--- src/rtl/cache_wr_back_handler.sv ---
// -----------------------------------------------------------------------------
// cache_wr_back_handler
//
// Write-back engine for dirty D-cache line evictions. One evicted line
// (WORDS x 32-bit words) is captured in a single cycle. It is then sent to L2
// as WORDS word writes using a ready/valid handshake. A one-cycle completion
// pulse follows the last accepted word. A combinational line-address hazard
// check lets the read-miss path stall while a matching line is still in flight.
//
// Ports
//   clk          : clock; all state updates on the rising edge
//   rst_n        : synchronous reset, active-low
//   wb_req       : eviction request; wb_tag / wb_index / wb_line valid while high
//   wb_tag       : tag of the evicted line (addr[31:14])
//   wb_index     : set index of the evicted line (addr[13:5])
//   wb_line      : line data; word i = wb_line[32*i+31:32*i]
//   wb_ack       : one-cycle pulse, line captured (first WRITE cycle)
//   wb_busy      : high whenever the engine is not idle
//   wb_done      : one-cycle pulse after L2 accepts the last word
//   l2_wr_en     : word write valid
//   l2_wr_addr   : L2 word address = {pad, tag, index, word_cnt}
//   l2_wr_data   : buffered word selected by word_cnt
//   l2_wr_ready  : L2 accepts the word when l2_wr_en & l2_wr_ready at a posedge
//   rd_chk_addr  : byte address of a pending read miss
//   rd_chk_hit   : combinational; busy and read-miss line matches buffered line
// -----------------------------------------------------------------------------
module cache_wr_back_handler #(
    parameter int TAG_W = 18,
    parameter int IDX_W = 9,
    parameter int WORDS = 8
) (
    input  logic                  clk,
    input  logic                  rst_n,
    input  logic                  wb_req,
    input  logic [TAG_W-1:0]      wb_tag,
    input  logic [IDX_W-1:0]      wb_index,
    input  logic [WORDS*32-1:0]   wb_line,
    output logic                  wb_ack,
    output logic                  wb_busy,
    output logic                  wb_done,
    output logic                  l2_wr_en,
    output logic [31:0]           l2_wr_addr,
    output logic [31:0]           l2_wr_data,
    input  logic                  l2_wr_ready,
    input  logic [31:0]           rd_chk_addr,
    output logic                  rd_chk_hit
);

    localparam int CNT_W  = $clog2(WORDS);
    localparam int PAD_W  = 32 - TAG_W - IDX_W - CNT_W;
    localparam int LINE_W = WORDS * 32;
    localparam int LA_W   = TAG_W + IDX_W;
    localparam logic [CNT_W-1:0] LAST_WORD = CNT_W'(WORDS - 1);

    typedef enum logic [1:0] {
        ST_IDLE  = 2'd0,
        ST_WRITE = 2'd1,
        ST_DONE  = 2'd2
    } state_e;

    // Select one 32-bit word out of the buffered line.
    function automatic logic [31:0] word_sel(input logic [LINE_W-1:0] line,
                                             input logic [CNT_W-1:0]  sel);
        return line[{sel, 5'b00000} +: 32];
    endfunction

    // Build the word-granular L2 address from tag, index and word number.
    function automatic logic [31:0] addr_make(input logic [TAG_W-1:0] tag,
                                              input logic [IDX_W-1:0] idx,
                                              input logic [CNT_W-1:0] cnt);
        return {{PAD_W{1'b0}}, tag, idx, cnt};
    endfunction

    state_e              state_q, state_d;
    logic [CNT_W-1:0]    cnt_q,   cnt_d;
    logic [TAG_W-1:0]    tag_q,   tag_d;
    logic [IDX_W-1:0]    idx_q,   idx_d;
    logic [LINE_W-1:0]   line_q,  line_d;
    logic                ack_q,   ack_d;
    logic                busy_q,  busy_d;
    logic                done_q,  done_d;
    logic                en_q,    en_d;
    logic [31:0]         addr_q,  addr_d;
    logic [31:0]         data_q,  data_d;

    // Low byte-offset bits of the read-miss address take no part in the line compare.
    logic unused_addr_bits_s;
    assign unused_addr_bits_s = &{1'b0, rd_chk_addr[31-LA_W:0]};

    // Next-state, buffer capture and next-output decode.
    always_comb begin
        state_d = state_q;
        cnt_d   = cnt_q;
        tag_d   = tag_q;
        idx_d   = idx_q;
        line_d  = line_q;
        ack_d   = 1'b0;

        case (state_q)
            ST_IDLE: begin
                if (wb_req) begin
                    tag_d   = wb_tag;
                    idx_d   = wb_index;
                    line_d  = wb_line;
                    cnt_d   = {CNT_W{1'b0}};
                    ack_d   = 1'b1;
                    state_d = ST_WRITE;
                end else begin
                    state_d = ST_IDLE;
                end
            end
            ST_WRITE: begin
                // Without ready the counter holds, so address and data stay stable.
                if (l2_wr_ready) begin
                    if (cnt_q == LAST_WORD) begin
                        state_d = ST_DONE;
                    end else begin
                        cnt_d = cnt_q + {{(CNT_W-1){1'b0}}, 1'b1};
                    end
                end else begin
                    cnt_d = cnt_q;
                end
            end
            ST_DONE: begin
                cnt_d   = {CNT_W{1'b0}};
                state_d = ST_IDLE;
            end
            default: begin
                cnt_d   = {CNT_W{1'b0}};
                state_d = ST_IDLE;
            end
        endcase

        // Outputs are registered from the next state so they line up with it.
        busy_d = (state_d != ST_IDLE);
        en_d   = (state_d == ST_WRITE);
        done_d = (state_d == ST_DONE);
        addr_d = addr_make(tag_d, idx_d, cnt_d);
        data_d = word_sel(line_d, cnt_d);
    end

    // State, buffers and registered outputs with synchronous active-low reset.
    always_ff @(posedge clk) begin
        if (!rst_n) begin
            state_q <= ST_IDLE;
            cnt_q   <= {CNT_W{1'b0}};
            tag_q   <= {TAG_W{1'b0}};
            idx_q   <= {IDX_W{1'b0}};
            line_q  <= {LINE_W{1'b0}};
            ack_q   <= 1'b0;
            busy_q  <= 1'b0;
            done_q  <= 1'b0;
            en_q    <= 1'b0;
            addr_q  <= 32'h0000_0000;
            data_q  <= 32'h0000_0000;
        end else begin
            state_q <= state_d;
            cnt_q   <= cnt_d;
            tag_q   <= tag_d;
            idx_q   <= idx_d;
            line_q  <= line_d;
            ack_q   <= ack_d;
            busy_q  <= busy_d;
            done_q  <= done_d;
            en_q    <= en_d;
            addr_q  <= addr_d;
            data_q  <= data_d;
        end
    end

    assign wb_ack     = ack_q;
    assign wb_busy    = busy_q;
    assign wb_done    = done_q;
    assign l2_wr_en   = en_q;
    assign l2_wr_addr = addr_q;
    assign l2_wr_data = data_q;

    // Hazard: the buffered line stays visible through DONE; a capture cycle is
    // still idle, so it does not raise the hit until WRITE.
    assign rd_chk_hit = busy_q & (rd_chk_addr[31 -: LA_W] == {tag_q, idx_q});

endmodule
--- config.mk ---
export PLATFORM = sky130hd
export DESIGN_NAME = cache_wr_back_handler
export DESIGN_NICKNAME = d
export VERILOG_FILES = /design/src/rtl/cache_wr_back_handler.sv
export SDC_FILE = /design/constraint.sdc
export NUM_CORES = 1
export LEC_CHECK = 0
export CAP_MARGIN = 30
export CELL_PAD_IN_SITES_DETAIL_PLACEMENT = 0
export CELL_PAD_IN_SITES_GLOBAL_PLACEMENT = 2
export CORE_MARGIN = 3
export CORE_UTILIZATION = 25
export DETAILED_ROUTE_END_ITERATION = 12
export PLACE_DENSITY = 0.76
export RECOVER_POWER = 50
export REMOVE_ABC_BUFFERS = 1
export SLEW_MARGIN = 20
export SYNTH_ARGS = -nofsm -noshare
export SYNTH_HDL_FRONTEND = slang
export SYNTH_SLANG_ARGS = --single-unit
--- constraint.sdc ---
create_clock -name clk -period 2.3 [get_ports clk]
set_input_delay 0.46 -clock clk [delete_from_list [all_inputs] [get_ports clk]]
set_output_delay 0.46 -clock clk [all_outputs]
set_load 0.02 [all_outputs]
==> metrics.txt <==
run status finished, violations left; violated checks negative setup slack; max_cap viols 0; Yosys top cell area share 45.2%; Worst Clk Skew 12.2 ps; Fillers 5659; ANT nets after route 0; number of vias per cell 4.56; crit path max fanout 1; R2R depth 12; clk buf depth 3; Post-synth EDFFs 0; Placement Cell Area 19600 um^2; Seq/Total Area, Yosys 45.2%; Pins Over Slew Limit 0; worst hold path depth 3; kind of critical path in2out; global placer's final weighted congestion 0.799; CTS hold repair buffers 0; Die Ht 246 um; Synthesis Warnings 0; worst slew pin tran 704 ps; Power Internal 11.1 mW; setup slack, reg-to-reg -280 ps; Max VDD drop 451 uV; Initial Utilization 25.4%; share of cells above drive strength 1 10.9%; CTS tree done; nature of the critical path endpoint output port; period utilization 113%; CTS clock-pin slew for the worst setup and hold paths 50 ps; Hold Crit Start rst_n; setup slack after layout -288 ps; H-tree depth 2; Buffers on Ports 380; Sw Share 25.1%; Final Hold Viols 0; Die Wd 246 um; Die ar. 60300 um^2; RSZ-0062 raised after global routing true; Final Setup Violations 33; final net count 2431; LEAKAGE 8.76 nW; # rows 87; Residual DRC 0; Max-Slew Margin vs Limit 52.8%; post-DP HPWL 33800 um; Worst Hold Class in2reg; ys flop type dfxtp_1; CP max-delay cell or4_4; Hold Path End wb_busy$_SDFF_PN0_; vias in the first global route 13300; Gate power share 17.2%; Worst EP arrival 2130 ps; clock latency on the worst-skew pair 540 ps; crit-path leading delay family simple AND/OR/NAND/NOR gates; Seq cells post-synth 324; dominant cell type by area after synthesis dfxtp_1; via count 13200; initial antenna violation count 7; crit-path max cell delay 510 ps; power per cell area 678 nW/um^2; Distinct cells, synth 30; IO Pins 388; Clock Root Buffer clkbuf_16; cts bufs inserted 40; Post-Syn Area 14400 um^2; Final Power 14.8 mW; First DRT Iteration DRCs 594; first-pass GRT wire length 75500 um; ranking of synthesized cells by area dfxtp_1, nand2_1, a21boi_0, mux2i_1, a21oi_1; Switch Pwr 3.72 mW; Bufs and invs on worst path 2; RR Endpoint l2_wr_data[16]$_SDFF_PN0_; fmax 386 MHz; min cycle time layout 2590 ps; area of the core 56600 um^2; clock share of power 41.5%; crit path cell chain clkdlybuf4s50_1 -> xnor2_2 -> nand4_1 -> or4_4 -> nor4_2 -> buf_2; largest net degree at the start of global routing 163; sequential power share 41.3%; worst r2r src cnt_q[1]$_SDFF_PN0_; fin area 21800 um^2; ys async rst share 0%; Wirelength per Cell 17.5 um; Overflow after GRT 0; total track usage 15.9%; Required @ worst endpoint 1840 ps; Startpoint Class input port; DR pass1 iterations 4; clk sinks 324; drt total wl 50800 um; Syn Area/Cell 8.43 um^2; Syn Inst Count 1702; area growth from synthesis to layout 52.1%
==> kinds of logic (layout without fill, tap and decap cells) <==
kind of cell	count (synthesis)	count (layout)	share of synthesized area (%)
compound gates	416	416	19.8
xor+xnor	27	27	1.65
fa+ha+maj	1	1	0.0872
buf+inv	144	577	4.17
flops	324	324	45.2
mux	164	164	11.4
other cells	1	3	0.0261
simple gates	625	625	17.7
==> per-stage QoR <==
stage	instances	setup slack (ps)	hold WS, ps	util [%]	TNS (ps)
CTS	2876	-357	215	37.9	-2900
global route	2892	-376	261	38.6	-8930
floorplan	1562	-19240	443	-	-4208660
finish	2893	-288	278	38.6	-6030
detailed placement	2791	-974	456	34.6	-29610
global placement	2791	-1000	450	34.6	-20830
==> timing repair <==
item | CTS | global route
pin swaps | 62 | 55
setup endpoints to repair | 33 | 33
endpoints found under the hold margin | 0 | 0
resized for setup | 85 | 44
setup buffers | 14 | 14
cloned | 7 | 7
==> Yosys cell counts, types with 3 or more instances <==
cell type,count
buf_4,5
or4_1,33
mux2i_1,163
a21boi_0,280
a21oi_1,100
o22ai_1,32
inv_1,3
nand2_1,562
nand4_1,8
nand3_1,3
buf_2,13
xnor2_1,27
clkbuf_1,120
buf_6,3
nor2_1,3
dfxtp_1,324
nand2b_1,3
nor2b_1,5
==> power by group through the flow <==
stage               logic [mW]  registers (mW)  clock network, mW
floorplan                 1.36            6.28                  0
global placement          2.30            6.23                  0
detailed placement        2.32            6.23                  0
CTS                       2.51            6.12               6.38
global route              2.76            6.16               6.59
finish                    2.54            6.12               6.15
==> layer usage <==
metal / vias up / GRT usage [%] / share of wire [%]
li1: 6567 / - / -
met1: 6206 / 20.4 / 45
met2: 335 / 26.3 / 46
met3: 70 / 3.96 / 6.4
met4: 10 / 4.53 / 2.1
met5: - / 0 / 0.13
==> registers in the layout, indices dropped and copies added, names as in the netlist <==
signal      cells
wb_ack          1
wb_done         1
idx_q           8
state_q         2
line_q        256
cnt_q           2
l2_wr_data     32
l2_wr_en        1
wb_busy         1
tag_q          18
l2_wr_addr      2
==> tightest hold or removal path, stage by stage <==
cell and delay, ps:
buf_6 110, nand2b_1 100, a21oi_1 80
==> worst max-delay path by stage <==
stage                        start                         to  slack (ps)  cells past startpoint
3_3_place_gp       rd_chk_addr[12]                 rd_chk_hit       -1000                      7
4_1_cts             rd_chk_addr[7]                 rd_chk_hit        -360                      7
3_5_place_dp       rd_chk_addr[12]                 rd_chk_hit        -970                      7
5_1_grt        cnt_q[1]$_SDFF_PN0_  l2_wr_data[28]$_SDFF_PN0_        -380                     12
2_1_floorplan               wb_req   l2_wr_data[0]$_SDFF_PN0_      -19240                      5
6_report           rd_chk_addr[12]                 rd_chk_hit        -290                      6
==> layout by cell type, fill, tap and decap left out, types with 2 or more instances in the layout <==
cell / count
a21boi_0: 280
a21oi_1: 98
and2_0: 2
buf_12: 41
buf_16: 4
buf_4: 57
buf_6: 10
buf_8: 9
clkbuf_1: 10
clkbuf_16: 47
clkbuf_8: 12
clkdlybuf4s50_1: 376
clkinv_2: 3
conb_1: 2
dfxtp_1: 319
dfxtp_2: 5
dlymetal6s2s_1: 2
inv_1: 3
mux2i_1: 141
mux2i_2: 16
mux2i_4: 6
nand2_1: 560
nand2b_4: 2
nand3b_1: 2
nand4_1: 8
nor2_1: 3
nor2b_1: 4
nor3_2: 2
o22ai_1: 32
or4_1: 32
xnor2_1: 25
xnor2_2: 2
==> layout make-up <==
cell class	count	area, um^2	area share, %
Inverter	3	11.3	0.0516
Multi-Input combinational cell	1235	7550	34.6
Clock inverter	5	53.8	0.246
Clock buffer	62	1220	5.61
Sequential cell	324	6490	29.7
Tap cell	756	946	4.33
Antenna cell	1	2.50	0.0115
Timing Repair Buffer	507	5550	25.4
No activity file was read; power rests on OpenSTA's default activity.
